===== src/rtl/wb_port_arbiter.sv =====
// rtl/wb_port_arbiter.sv - register-file write port arbiter between MEM/WB writeback and a late-result queue
module wb_port_arbiter #(
  parameter int DATA_W     = 64,
  parameter int REG_IDX_W  = 5,
  parameter int LQ_DEPTH   = 4,
  parameter int STARVE_MAX = 3
) (
  input  logic                        clk,
  input  logic                        reset,
  input  logic                        pipe_reg_write,
  input  logic [REG_IDX_W-1:0]        pipe_rd,
  input  logic [DATA_W-1:0]           pipe_data,
  output logic                        pipe_stall,
  input  logic                        late_valid,
  output logic                        late_ready,
  input  logic [REG_IDX_W-1:0]        late_rd,
  input  logic [DATA_W-1:0]           late_data,
  output logic                        rf_we,
  output logic [REG_IDX_W-1:0]        rf_waddr,
  output logic [DATA_W-1:0]           rf_wdata,
  output logic [$clog2(LQ_DEPTH):0]   lq_count
);

  localparam int PTR_W = $clog2(LQ_DEPTH);
  localparam int CNT_W = PTR_W + 1;
  localparam int STV_W = $clog2(STARVE_MAX + 1);

  // Late-queue storage; contents need no reset because occupancy gates every use.
  logic [REG_IDX_W-1:0] lq_rd   [LQ_DEPTH];
  logic [DATA_W-1:0]    lq_data [LQ_DEPTH];
  logic [LQ_DEPTH-1:0]  lq_kill;
  logic [LQ_DEPTH-1:0]  entry_valid;
  logic [LQ_DEPTH-1:0]  kill_hit;

  logic [PTR_W-1:0]     wr_ptr;
  logic [PTR_W-1:0]     rd_ptr;
  logic [STV_W-1:0]     starve_cnt;

  logic q_nonempty;
  logic q_full;
  logic force_q;
  logic pipe_win;
  logic q_grant;
  logic lq_push;
  logic pipe_kills;

  assign q_nonempty = (lq_count != '0);
  assign q_full     = (lq_count == CNT_W'(LQ_DEPTH));

  // late_ready depends on registered occupancy only, never on a same-cycle dequeue.
  assign late_ready = !q_full;

  // A late result to x0 completes its handshake but is never stored.
  assign lq_push    = late_valid && late_ready && (late_rd != '0);

  assign force_q    = q_nonempty && ((starve_cnt == STV_W'(STARVE_MAX)) || q_full);
  assign pipe_win   = pipe_reg_write && !force_q;
  assign q_grant    = q_nonempty && !pipe_win;
  assign pipe_stall = pipe_reg_write && force_q;
  assign pipe_kills = pipe_win && (pipe_rd != '0);

  // Per-slot occupancy and WAW match against the winning pipeline write.
  for (genvar g = 0; g < LQ_DEPTH; g++) begin : g_ent
    logic [PTR_W-1:0] off;
    assign off            = PTR_W'(g) - rd_ptr;
    assign entry_valid[g] = ({1'b0, off} < lq_count);
    assign kill_hit[g]    = pipe_kills && entry_valid[g] && (lq_rd[g] == pipe_rd);
  end

  // Capture accepted late results into the slot at the write pointer.
  always_ff @(posedge clk) begin
    if (lq_push) begin
      lq_rd[wr_ptr]   <= late_rd;
      lq_data[wr_ptr] <= late_data;
    end
  end

  // Kill flags: older entries shadowed by a pipe write are marked; a fresh entry starts live.
  always_ff @(posedge clk or negedge reset) begin
    if (!reset) begin
      lq_kill <= '0;
    end else begin
      lq_kill <= lq_kill | kill_hit;
      if (lq_push) begin
        lq_kill[wr_ptr] <= 1'b0;
      end
    end
  end

  // Queue pointers and occupancy; pointers wrap naturally since depth is a power of two.
  always_ff @(posedge clk or negedge reset) begin
    if (!reset) begin
      wr_ptr   <= '0;
      rd_ptr   <= '0;
      lq_count <= '0;
    end else begin
      if (lq_push) begin
        wr_ptr <= wr_ptr + 1'b1;
      end
      if (q_grant) begin
        rd_ptr <= rd_ptr + 1'b1;
      end
      lq_count <= lq_count + CNT_W'(lq_push) - CNT_W'(q_grant);
    end
  end

  // Starvation counter: counts denied cycles of a nonempty queue, saturating at the limit.
  always_ff @(posedge clk or negedge reset) begin
    if (!reset) begin
      starve_cnt <= '0;
    end else if (!q_nonempty || q_grant) begin
      starve_cnt <= '0;
    end else if (starve_cnt != STV_W'(STARVE_MAX)) begin
      starve_cnt <= starve_cnt + 1'b1;
    end
  end

  // Registered write port: the winner lands one cycle after grant; x0 and killed entries write nothing.
  always_ff @(posedge clk or negedge reset) begin
    if (!reset) begin
      rf_we    <= 1'b0;
      rf_waddr <= '0;
      rf_wdata <= '0;
    end else if (pipe_win) begin
      rf_we    <= (pipe_rd != '0);
      rf_waddr <= pipe_rd;
      rf_wdata <= pipe_data;
    end else if (q_grant) begin
      rf_we    <= !lq_kill[rd_ptr] && (lq_rd[rd_ptr] != '0);
      rf_waddr <= lq_rd[rd_ptr];
      rf_wdata <= lq_data[rd_ptr];
    end else begin
      rf_we    <= 1'b0;
    end
  end

endmodule

===== config.mk =====
export PLATFORM = sky130hd
export DESIGN_NAME = wb_port_arbiter
export DESIGN_NICKNAME = d
export VERILOG_FILES = /design/src/rtl/wb_port_arbiter.sv
export SDC_FILE = /design/constraint.sdc
export NUM_CORES = 1
export LEC_CHECK = 0
export CAP_MARGIN = 20
export CORE_MARGIN = 4
export CORE_UTILIZATION = 45
export CTS_BUF_LIST = sky130_fd_sc_hd__clkbuf_4 sky130_fd_sc_hd__clkbuf_8
export DETAILED_ROUTE_END_ITERATION = 7
export GPL_TIMING_DRIVEN = 0
export PLACE_DENSITY_LB_ADDON = 0.2
export SLEW_MARGIN = 10
export SYNTH_ARGS = -nofsm -noshare
export SYNTH_HDL_FRONTEND = slang
export SYNTH_SLANG_ARGS = --single-unit

===== constraint.sdc =====
create_clock -name clk -period 3.7 [get_ports clk]
set_clock_uncertainty 0.2 [all_clocks]
set_input_delay 0.555 -clock clk [delete_from_list [all_inputs] [get_ports clk]]
set_output_delay 0.555 -clock clk [all_outputs]
set_load 0.02 [all_outputs]

* Word-level counts from Yosys, hierarchy flattened
Memory sizes are Yosys's and may differ from the RTL's. Index checks and enable logic that the tools add are counted.
Operators by class: multiplexer cells 15, add/sub/neg operators 9, reductions and logical operators 30, bitwise operators 3, eq/ne operators 7, magnitude comparators 7
Operator list (number):
- 64-bit 2-to-1 mux | 2
- 5-bit == test | 4
- 1-bit logical AND | 17
- 5-bit nonzero test | 3
- 2-bit by 3-bit < comparator with 1-bit output | 4
- 5-bit 2-to-1 mux | 2
- 2-bit by 1-bit adder with 2-bit output, second input constant | 3
- 2-bit by 3-bit < comparator with 1-bit output, second input constant | 2
- 1-bit 2-to-1 mux | 6
- 1-bit zero test | 5
- 4-bit AND | 1
- 2-bit 2-to-1 mux | 2
- 4-bit 2-to-1 mux | 1
- 4-bit inverter | 1
- 4-bit bitwise OR | 1
- 2-bit nonzero test | 2
- 1-bit by 2-bit subtractor with 2-bit output, first input constant | 2
- 2-bit subtractor, first input constant | 2
- 3-bit by 1-bit adder with 3-bit output | 1
- 3-bit == test, second input constant | 1
- 3-bit nonzero test | 1
- 3-bit by 1-bit subtractor with 3-bit output | 1
- 1-bit binary-select mux with 2-bit select | 1
- 1-bit demux with 2-bit select | 1
- 4 further kinds | 5
Storage, ports and cells: RAM bits 276, memories 2, output and inout port bits 75, bits in registers 83
Memories:
- lq_data | depth 4, width 64, read ports 1, clocked after Yosys merged registers in 0, wr ports 1, line 30 | logic [DATA_W-1:0] lq_data [LQ_DEPTH];
- lq_rd | depth 4, width 5, read ports 5, clocked after Yosys merged registers in 0, wr ports 1, line 29 | logic [REG_IDX_W-1:0] lq_rd [LQ_DEPTH];

* Logic depth before layout (Yosys ltp)
word-level depth 11, gate-level depth with buffers 11, gate-level depth less buffers 10

* Least setup slack after synthesis
OpenSTA, ideal clock, no wires.
kind reg-to-reg, start point register lq_count[2], end point memory lq_data[0][0], enable pin, required time 3.065 ns, period minus slack after synthesis 3.585 ns, cell stages (with the launch flop) 6, arrival time 2.950 ns, library setup time 0.435 ns, slack 0.115 ns, buffers on the path 1, cell sequence dfrtp_1 > buf_2 > nor3b_4 > inv_1 > o311a_1 > and2_1
On the way: cells in the longest elaborated chain, start to end 6
RTL lines:
- start: declaration | line 21 | output logic [$clog2(LQ_DEPTH):0] lq_count
- start signal: assignment | line 103 | lq_count <= lq_count + CNT_W'(lq_push) - CNT_W'(q_grant);
- 3-bit == test | line 48 | assign q_full = (lq_count == CNT_W'(LQ_DEPTH));
- 1-bit zero test | line 51 | assign late_ready = !q_full;
- net late_ready | line 15 | output logic late_ready,
- 1-bit logical AND (2 in a row) | line 54 | assign lq_push = late_valid && late_ready && (late_rd != '0);
- 1-bit 2-to-1 mux | line 72 | if (lq_push) begin
- 1-bit 2-to-1 mux (not written as such) | line 74 | lq_data[wr_ptr] <= late_data;
- end: declaration | line 30
The timed path passes the listed nets, and every way through them passes these cells.

* Final worst setup path
start point register lq_count[0], end point output pipe_stall
On the way: cells in the longest elaborated chain, start to end 4, elaborated cells between the ends (all ways) 5
RTL lines:
- 3-bit == test | line 48
- 1-bit logical OR | line 56 | assign force_q = q_nonempty && ((starve_cnt == STV_W'(STARVE_MAX)) || q_full);
- 1-bit logical AND (*) | line 56
- 1-bit logical AND (*) | line 59 | assign pipe_stall = pipe_reg_write && force_q;
- end: declaration | line 13 | output logic pipe_stall,
Mark *: on every way between the ends. The rest lies on a longest branch, timed or not.

==> key figures <==
Drt
  • Met3 layer wire length in the routed design: 1750 µm
  • Top metal layer carrying routed signals: met4
  • Count of vias placed by the detailed router: 7,937
  • Number of vias per cell after detailed routing: about 5.3
  • Met2 Wirelength: roughly 16,000 µm
  • Routed WL: around 31,000 µm
  • Detailed-route wire length on metal 1: about 13,000 µm
  • DRC marker count from the first detailed-route iteration: between 500 and 600
  • DRT antenna net count: 0
  • Post-route DRC: 0
  • DR pass1 iterations: 4
  • Routed wire length per instance: approximately 21 µm

Worst setup path
  • Data arrival at the endpoint of the critical path: 2.26 ns
  • Critical Path Max Stage Delay: around 0.61 ns
  • Ordered list of cells on the worst path: buf_2 > nor3b_4 > o21a_1 > clkdlybuf4s50_1
  • Count of buffer and inverter cells on the critical path: 2
  • Required @ worst endpoint: 2.94 ns
  • Worst path slowest cell: sky130_fd_sc_hd__clkdlybuf4s50_1
  • Worst Path Class, Setup: flip-flop to output port
  • Setup crit start kind: flip-flop
  • Crit-path leading delay family: buffers and inverters
  • Endpoint type of the worst setup path: output port
  • Largest driver fanout on the critical path: 8

Floorplanning
  • Number of placement rows: between 60 and 70
  • I/O pins: about 220
  • Placeable core region: 30,700 µm²
  • Floorplan die height: around 180 µm
  • Die Footprint: approximately 34,000 µm²
  • Width of the die: between 150 and 200 µm
  • Starting utilization of the core area: 0.458

Finish
  • Count of nets after finishing: roughly 1,200
  • Commonest non-fill, non-tap cells in the layout: sky130_fd_sc_hd__edfxtp_1, sky130_fd_sc_hd__clkdlybuf4s50_1, sky130_fd_sc_hd__nand2_1
  • Proportion of layout cells with a drive suffix above 1: 0.200
  • Sequential Area: between 10,000 and 15,000 µm²
  • Filler cells: around 2,400
  • Cell Count, Final, Fillers Out: ~1,500
  • Area used by multi-input combinational logic: 3370 µm²
  • Commonest non-fill, non-tap cell in the layout: sky130_fd_sc_hd__edfxtp_1
  • Layout-stage area growth over the synthesis result: 28.6%

STA
  • Post-route minimum period: approximately 3 ns
  • Fin worst setup slack: approximately 0.7 ns
  • Number of failing hold endpoints at the final stage: 0
  • Max-slew violations: 0
  • Setup violation total in the final timing report: 0
  • Headroom to the max-slew limit: 0.539
  • Portion of the clock cycle consumed by the worst path in the final layout: 0.814
  • Slew of the pin with the lowest slew margin: about 0.7 ns
  • Top achievable clock speed: ~330 MHz
  • Setup repair after global routing missed its margin: no

Clocking
  • Total clock sinks: 359
  • Worst-Skew Late Latency: 0.58 ns
  • Number of buffers created by CTS: 58
  • CTS tree: built
  • CTS resizes: 0
  • Root cell of the clock tree: sky130_fd_sc_hd__clkbuf_8
  • Maximum buffer depth of the clock tree: 3
  • Total number of H-tree levels: 2
  • CTS clk-pin slew, worst paths: about 0.06 ns

Synthesis
  • Syn Std Cell Area: about 14,000 µm²
  • Flip-flop and latch count after synthesis: roughly 360
  • Synth Net Count: about 940
  • Library cell with the largest summed area after synthesis: sky130_fd_sc_hd__edfxtp_1
  • Sequential element share of the synthesized area: 0.738
  • Gate Count Post-Synth: approximately 780
  • Synthesized area divided by synthesized cell count: between 15 and 20 µm²
  • Yosys warnings: 0
  • Dominant cells by area after synthesis: sky130_fd_sc_hd__edfxtp_1, sky130_fd_sc_hd__dfrtp_1, sky130_fd_sc_hd__mux4_2
  • Synth unique cells: 38
  • Fraction of post-synthesis cell area in the top cell type by area: 0.590

Pwr
  • Sequential Power Share: 0.403
  • Internal Dissipation: 0.00992 W
  • Static leakage: roughly 6.5 nW
  • Total power per unit cell area: 804 nW/µm²
  • Gate power share: 0.351
  • Switching fraction of total power: 0.317
  • Net switching power of the design: between 0.004 and 0.005 W
  • Power share of the clock group: 0.247
  • Worst ir drop on vdd: around 0.00042 V

Global route
  • Largest net degree at the start of global routing: 53
  • Wire length of the first global-routing pass: roughly 48,000 µm
  • Total track usage: 0.184
  • Global-route congestion overflow total: 0
  • Antenna violations before repair: 2
  • Vias in the first global route: 8,389

Place
  • DP HPWL: ~20,000 µm
  • Placer Congestion: just under 0.8
  • Worst slack at placement: ~0.36 ns
  • Number of cells in the design after placement: roughly 1,400
  • Number of buffers inserted by port buffering: 211

Hold path
  • Worst min path class: input port to flip-flop

Job
  • Total of max-cap violations: 0

Run status
  • Run status: finished clean
[state kept, by name, summed over array words and instances (netlist names)]
signal and count:
rf_wdata 64, lq_data 256, starve_cnt 2, rf_we 1, lq_kill 4, lq_rd 20
rf_waddr 5, wr_ptr 2, lq_count 3, rd_ptr 2
[worst reg2reg max path: stages, from the launching register on]
cell and delay (ns):
sky130_fd_sc_hd__dfrtp_1 0.38, sky130_fd_sc_hd__buf_2 0.19, sky130_fd_sc_hd__nor3b_4 0.19, sky130_fd_sc_hd__inv_1 0.16, sky130_fd_sc_hd__o311a_1 0.38, sky130_fd_sc_hd__inv_1 0.12, sky130_fd_sc_hd__ha_1 0.29, sky130_fd_sc_hd__inv_1 0.04
sky130_fd_sc_hd__ha_1 0.17, sky130_fd_sc_hd__fa_1 0.38, sky130_fd_sc_hd__xnor2_1 0.14, sky130_fd_sc_hd__xnor2_1 0.12
[power groups by stage]
stage | registers, W | logic [W] | clock network (W)
final | 0.00584 | 0.00509 | 0.00358
after global routing | 0.00594 | 0.00554 | 0.00387
after CTS | 0.00585 | 0.00522 | 0.00367
after detailed placement | 0.00592 | 0.00520 | 0
after global placement | 0.00598 | 0.00506 | 0
after floorplan | 0.00640 | 0.00263 | 0
[routing by layer]
metal,track usage,up-vias
met5,0,-
met4,0.0558,0
met3,0.0383,58
met2,0.301,226
met1,0.252,4053
li1,-,3600
[path summary, 6_finish.rpt]
check	startpoint	to	slack (ns)	depth (start not counted)
min	pipe_rd[0]	rf_waddr[0]	0.07	3
max	lq_count[0]	pipe_stall	0.69	4
max reg2reg	lq_count[2]	lq_count[2]	0.82	11
max in group asynchronous	reset	rf_wdata[38]	2.35	3
min in group asynchronous	reset	rf_wdata[48]	0.28	2
min reg2reg	rf_wdata[0]	rf_wdata[0]	0.26	2
[synthesized netlist by cell type]
library cell,number
sky130_fd_sc_hd__a21oi_1,7
sky130_fd_sc_hd__fa_1,1
sky130_fd_sc_hd__a2bb2oi_1,1
sky130_fd_sc_hd__buf_6,7
sky130_fd_sc_hd__inv_1,14
sky130_fd_sc_hd__xor2_1,10
sky130_fd_sc_hd__nor3b_4,1
sky130_fd_sc_hd__nor3_4,1
sky130_fd_sc_hd__mux4_2,70
sky130_fd_sc_hd__xnor2_1,16
sky130_fd_sc_hd__mux2i_1,14
sky130_fd_sc_hd__clkbuf_2,1
sky130_fd_sc_hd__nor3_2,2
sky130_fd_sc_hd__buf_4,3
sky130_fd_sc_hd__o211ai_1,3
sky130_fd_sc_hd__and2_1,5
sky130_fd_sc_hd__nor4_1,2
sky130_fd_sc_hd__nor2_1,3
sky130_fd_sc_hd__or4_1,1
sky130_fd_sc_hd__clkbuf_1,11
sky130_fd_sc_hd__nand3_1,4
sky130_fd_sc_hd__o21ai_0,1
sky130_fd_sc_hd__a222oi_1,1
sky130_fd_sc_hd__o21ai_1,14
sky130_fd_sc_hd__nand2b_1,1
sky130_fd_sc_hd__o21bai_1,1
sky130_fd_sc_hd__nor3_1,7
sky130_fd_sc_hd__ha_1,11
sky130_fd_sc_hd__edfxtp_1,276
sky130_fd_sc_hd__buf_2,22
sky130_fd_sc_hd__a22oi_1,54
sky130_fd_sc_hd__buf_1,2
sky130_fd_sc_hd__o311a_1,1
sky130_fd_sc_hd__o21a_1,3
sky130_fd_sc_hd__dfrtp_1,83
sky130_fd_sc_hd__nand2_1,125
sky130_fd_sc_hd__a31oi_1,1
sky130_fd_sc_hd__or3_1,1
[logic make-up after synthesis]
| logic type | count (synthesis) | share of synthesized area |
|---|---|---|
| fa+ha+maj | 12 | 0.0112 |
| simple gates | 153 | 0.0466 |
| buf+inv | 60 | 0.0226 |
| mux | 84 | 0.122 |
| xor+xnor | 26 | 0.0162 |
| flops | 359 | 0.738 |
| compound gates | 87 | 0.0429 |
[stage by stage]
step                area, µm²  power [W]  TNS, ns   util  hold slack, ns
global placement        16600     0.0110  -604.69  0.543           0.226
detailed placement      16800     0.0111        0  0.548           0.245
finish                  18100     0.0145        0  0.589          0.0741
global route            18100     0.0154        0  0.589          0.0496
floorplan               14000    0.00903        0      -          0.0594
CTS                     18100     0.0147        0  0.589          0.0286
[timing repair]
| action | in CTS | in global routing |
|---|---|---|
| endpoints found under the hold margin | 31 | 0 |
| hold buffers | 1 | 0 |
| buffers inserted | 0 | 0 |
[cell type report]
cell class              count  area share
multi-input cells         362       0.187
diodes                      2    0.000277
repair buffers            217       0.125
clock inverters            11     0.00575
flip-flops and latches    359       0.574
plain buffers              46      0.0147
clock buffers              98      0.0633
well taps                 396      0.0274
inverters                  14     0.00291
Note: power is estimated with default switching activity, not from simulation.
==> variant 1 (config.mk and constraints unchanged) <==
Change the parameter `STARVE_MAX` from 3 to 2.
--- a/src/rtl/wb_port_arbiter.sv
+++ b/src/rtl/wb_port_arbiter.sv
@@ -3,7 +3,7 @@
   parameter int DATA_W     = 64,
   parameter int REG_IDX_W  = 5,
   parameter int LQ_DEPTH   = 4,
-  parameter int STARVE_MAX = 3
+  parameter int STARVE_MAX = 2
 ) (
   input  logic                        clk,
   input  logic                        reset,
Function: changed (Yosys sat finds a counterexample within 4 cycles, from zero or initial values and one cycle with reset low).
==> variant 1 against the original RTL <==
  * Power increased by 0.29%
  * Synthesized cell count rose by 0.38%
  * Wire length is 0.61% lower
  * Core utilization decreased by 0.25 points
  * Highest routed layer is now met5
  * First-iteration DRC count decreased by 16%
  * Sequential cell count is the same
  * Worst setup slack got worse by 130 ps
  * Final area is 0.43% lower
  * Largest power group unchanged
  * Area after synthesis shrank 0.36%
==> variant 1: results (changes against the original RTL) <==
stage,metric,value,unit,change
layout,proportion of layout cells with a drive suffix above 1,19.51,%,-0.45 points
grt,M3 GR Usage,4.381,%,+0.55 points
route,drt total wl,31.20,mm,-0.61%
hold_path,hold path start,starve_cnt[0],,
layout,Area Overhead vs Synth,28.49,%,about the same
grt,vias in the first global route,8493,,+1.2%
placed_design,cell count after placement,1397,,+0.29%
synth,post-synth cell types,36,,-5.3%
setup_path,worst reg2reg path depth,13,,+2
synth,post-synthesis sequential area ratio,74.08,%,+0.26 points
grt,antenna violations before repair,3,,+1
placed_design,Post-DP Area,16750,sq um,-0.25%
synth,mux cell area share after synthesis,11.27,%,-0.96 points
placed_design,Place WS,-10.40,ps,-371.9 ps
power,maximum VDD drop,396.8,uV,-6.2%
route,routed wl met3,2.044,mm,+17%
timing,normalized max-slew margin,50.52,%,-3.4 points
power,Comb. pwr,5.29,mW,+3.9%
setup_path,Worst R2R Start,lq_count[1],,
layout,Seq area share,57.65,%,+0.25 points
layout,fraction of area in multi-input gates,18.41,%,-0.25 points
placed_design,dpl hpwl,20.42,mm,+0.97%
layout,multi-input gate count,359,,-0.83%
synth,most area-consuming cells after synthesis,"edfxtp_1, dfrtp_1, mux4_2",,
synth,Synth Area in XOR/XNOR,1.627,%,+0.0058 points
setup_path,CP arrival,3400,ps,+1140 ps
layout,clock network area share,6.765,%,-0.14 points
layout,"Net count, final",1216,,+0.33%
outcome,status,finished clean,,
layout,number of non-clock inverters,20,,+6
setup_path,Worst Path Max Fanout,10,,+2
placed_design,GPL Wtd Cong,0.7828,,-1.2%
grt,GRT Total Usage,18.41,%,+0.028 points
synth,fraction of the mapped netlist area in adder cells,1.127,%,+0.0040 points
hold_path,WHS Endpoint,starve_cnt[0],,
grt,GR Util met1,25.38,%,+0.18 points
grt,GR Layer Usage met2,29.88,%,-0.19 points
power,P_int,9.859,mW,-0.59%
layout,FILL cells,2365,,-0.042%
power,seq pwr,5.83,mW,about the same
route,via count,7839,,-1.2%
synth,synthesized net count,938,,+0.32%
route,WL met2,15.17,mm,-2.8%
setup_path,Crit path largest cell delay,410,ps,-200 ps
## variant 1: changes by cell type after synthesis, moves of 3 or more
cell,delta
buf_2,-9
a21oi_1,+4
mux2i_1,-14
o22ai_1,+3
buf_4,+5
clkbuf_1,+7
a22oi_2,+4
inv_1,+5
a22oi_1,+7
o21ai_1,-14
buf_6,-3
nand2_1,+9
## variant 1: how the worst max path moves through the flow
stage | cells past startpoint | slack (ps) | from | endpoint
2_1_floorplan | 5 | 110 | lq_count[1] | lq_data[0][0]
3_3_place_gp | 4 | -1770 | late_rd[0] | lq_data[1][48]
3_5_place_dp | 13 | -10 | pipe_reg_write | lq_count[2]
4_1_cts | 13 | 540 | lq_count[1] | lq_count[2]
5_1_grt | 13 | 390 | lq_count[1] | lq_count[2]
6_report | 13 | 560 | lq_count[1] | lq_count[2]
## variant 1: critical path, delay by kind of cell (launching register included)
family | cells | cell delay [ps]
compound gates | 1 | 130
xor+xnor | 2 | 270
fa+ha+maj | 3 | 860
buf+inv | 5 | 720
flops | 1 | 410
simple gates | 2 | 430
==> variant 2 (config.mk and constraints unchanged) <==
Made on the original files. Register the output `lq_count` once more, cleared by the reset; this adds one clock of latency there. The other outputs are not delayed to match.
--- a/src/rtl/wb_port_arbiter.sv
+++ b/src/rtl/wb_port_arbiter.sv
@@ -25,6 +25,8 @@
   localparam int CNT_W = PTR_W + 1;
   localparam int STV_W = $clog2(STARVE_MAX + 1);
 
+  logic [$clog2(LQ_DEPTH):0] lq_count_s0;
+
   // Late-queue storage; contents need no reset because occupancy gates every use.
   logic [REG_IDX_W-1:0] lq_rd   [LQ_DEPTH];
   logic [DATA_W-1:0]    lq_data [LQ_DEPTH];
@@ -44,8 +46,8 @@
   logic lq_push;
   logic pipe_kills;
 
-  assign q_nonempty = (lq_count != '0);
-  assign q_full     = (lq_count == CNT_W'(LQ_DEPTH));
+  assign q_nonempty = (lq_count_s0 != '0);
+  assign q_full     = (lq_count_s0 == CNT_W'(LQ_DEPTH));
 
   // late_ready depends on registered occupancy only, never on a same-cycle dequeue.
   assign late_ready = !q_full;
@@ -63,7 +65,7 @@
   for (genvar g = 0; g < LQ_DEPTH; g++) begin : g_ent
     logic [PTR_W-1:0] off;
     assign off            = PTR_W'(g) - rd_ptr;
-    assign entry_valid[g] = ({1'b0, off} < lq_count);
+    assign entry_valid[g] = ({1'b0, off} < lq_count_s0);
     assign kill_hit[g]    = pipe_kills && entry_valid[g] && (lq_rd[g] == pipe_rd);
   end
 
@@ -92,7 +94,7 @@
     if (!reset) begin
       wr_ptr   <= '0;
       rd_ptr   <= '0;
-      lq_count <= '0;
+      lq_count_s0 <= '0;
     end else begin
       if (lq_push) begin
         wr_ptr <= wr_ptr + 1'b1;
@@ -100,7 +102,7 @@
       if (q_grant) begin
         rd_ptr <= rd_ptr + 1'b1;
       end
-      lq_count <= lq_count + CNT_W'(lq_push) - CNT_W'(q_grant);
+      lq_count_s0 <= lq_count_s0 + CNT_W'(lq_push) - CNT_W'(q_grant);
     end
   end
 
@@ -134,4 +136,12 @@
     end
   end
 
+  always_ff @(posedge clk or negedge reset) begin
+    if (!reset) begin
+      lq_count <= '0;
+    end else begin
+      lq_count <= lq_count_s0;
+    end
+  end
+
 endmodule
Formal check against the unedited RTL: not equivalent (Yosys sat finds a counterexample within 4 cycles, from zero or initial values and one cycle with reset low).
==> variant 2 against the original RTL <==
  * Register-to-register slack got worse by 120 ps
  * Wire length shrank 1.1%
  * Area after synthesis grew 0.56%
  * Sequential power rose by 1%
  * Combinational power about the same
  * Worst hold slack better by 41 ps
  * Final area is 0.43% higher
  * Sequential cell count increased by 3
  * Worst setup slack improved by 6.5 ps
  * Sequential share of layout area increased by 0.17 points
  * Count of clock-buffer cells in the layout unchanged
  * Non-clock buffer count is the same
  * Die area increased by 0.54%
  * Power up 0.35%
  * Critical path type is now reg -> reg
  * Critical endpoint is now lq_count_s0[2]
  * Largest power group unchanged
==> variant 2: results (changes against the original RTL) <==
stage,metric,value,unit,change
outcome,status,finished clean,,
placed_design,port buffer count,211,,unchanged
power,maximum VDD drop,403.9,uV,-4.6%
route,Iteration-0 DRC Markers,602,,+18%
layout,Top Registers,"lq_data (256), rf_wdata (64), lq_rd (20)",,
layout,proportion of layout cells with a drive suffix above 1,20.11,%,+0.14 points
placed_design,cell count after placement,1396,,+0.22%
clocking,clock root buffer,clkbuf_8,,
layout,FILL cells,2382,,+0.68%
clocking,Clock transition at path regs,60,ps,about the same
hold_path,Hold Crit Class,in -> reg,,
synth,post-synth cell types,38,,unchanged
setup_path,Worst Path Max Fanout,10,,+2
placed_design,dpl hpwl,20.00,mm,-1.1%
grt,largest net degree at the start of global routing,51,,-3.8%
layout,"Net count, final",1214,,+0.17%
synth,asr flop ratio synth,23.76,%,+0.64 points
clocking,CTS resizes,0,,unchanged
grt,first-pass GRT wire length,48.11,mm,about the same
placed_design,Place WS,271.5,ps,-90.04 ps
setup_path,CP arrival,3250,ps,+990 ps
placed_design,GPL Wtd Cong,0.7369,,-7.0%
grt,GRT Total Usage,18.32,%,-0.055 points
grt,antenna violations before repair,0,,-2
synth,synthesized net count,938,,+0.32%
synth,Syn Area/Cell,18.01,sq um,+0.18%
clocking,Max Root-Sink Buffers,3,,unchanged
clocking,worst-skew pair later-pin latency,580,ps,about the same
layout,ANT cells,0,,-2
synth,post-synthesis sequential area ratio,73.93,%,+0.12 points
route,WL/cell,20.62,um,-1.1%
layout,"non-filler cells, final",1505,,unchanged
route,via-per-instance ratio,5.199,,-1.4%
power,Pleak,6.566,nW,+0.70%
synth,Post-synth EDFFs,276,,unchanged
synth,most area-consuming cells after synthesis,"edfxtp_1, dfrtp_1, mux4_2",,
clocking,H-tree depth,2,,unchanged
synth,commonest cells in the netlist,"edfxtp_1, nand2_1, dfrtp_1",,
route,drt first pass iters,5,,+1
synth,synthesis warning total,0,,unchanged
clocking,CTS Buf Count,57,,-1.7%
timing,normalized max-slew margin,49.84,%,-4.1 points
grt,vias in the first global route,8416,,+0.32%
## variant 2: repair_timing
item,CTS,global route
hold buffers,1,0
setup buffers,0,0
endpoints found under the hold margin,38,0
endpoints found under the setup margin,0,0
## variant 2: routing by layer
layer	track usage, %	part of all wire [%]
met3	3.947	5.9
met2	29.98	50
met5	0	0
met4	4.433	1.7
met1	25.55	43
## variant 2: path summary, 6_finish.rpt
check | startpoint | end | slack [ps] | cells after the start
worst max register to register | lq_count_s0[0] | lq_count_s0[2] | 700 | 11
min in group asynchronous | reset | rf_wdata[20] | 310 | 2
worst min register to register | lq_count_s0[2] | lq_count[2] | 180 | 0
worst min-delay path | pipe_rd[2] | rf_waddr[2] | 120 | 3
worst max-delay path | lq_count_s0[0] | lq_count_s0[2] | 700 | 11
max in group asynchronous | reset | rf_wdata[4] | 2300 | 3
## variant 2: final cells by class
type	count	area [sq um]	share of cell area, %
Buffer	46	266.5	1.470
Clock buffer	98	1149	6.334
Clock inverter	10	101.3	0.5589
Inverter	14	52.55	0.2898
Multi-Input combinational cell	362	3372	18.60
Sequential cell	362	10440	57.57
Tap cell	396	495.5	2.732
Timing Repair Buffer	217	2257	12.45
## variant 2: through the flow
step	setup TNS, ps	cell area, sq um
3_5_place_dp	0	16870
2_1_floorplan	0	14120
6_report	0	18130
3_3_place_gp	-616570	16730
4_1_cts	0	18130
5_1_grt	0	18130
## variant 2: report_power, final
| part | switching, mW | internal [mW] |
|---|---|---|
| registers | 0.377 | 5.52 |
| clock network | 1.49 | 2.08 |
| logic | 2.71 | 2.38 |
| total | 4.58 | 9.98 |
## variant 2: cells by family after synthesis
family	share of synthesized area [%]
adder cells (fa/ha/maj)	1.116
XOR/XNOR	1.613
buffers and inverters	2.259
flip-flops	73.93
AO/OA/AOI/OAI	4.324
AND/OR/NAND/NOR	4.599
multiplexers	12.16
## variant 2: critical path, stage by stage, from the launching register on
cell	delay (ps)
dfrtp_1	400
buf_2	190
nor2_1	180
nor3_2	70
nor2_1	430
buf_2	370
ha_1	180
inv_1	40
ha_1	180
fa_1	380
xnor2_1	150
xnor2_1	130
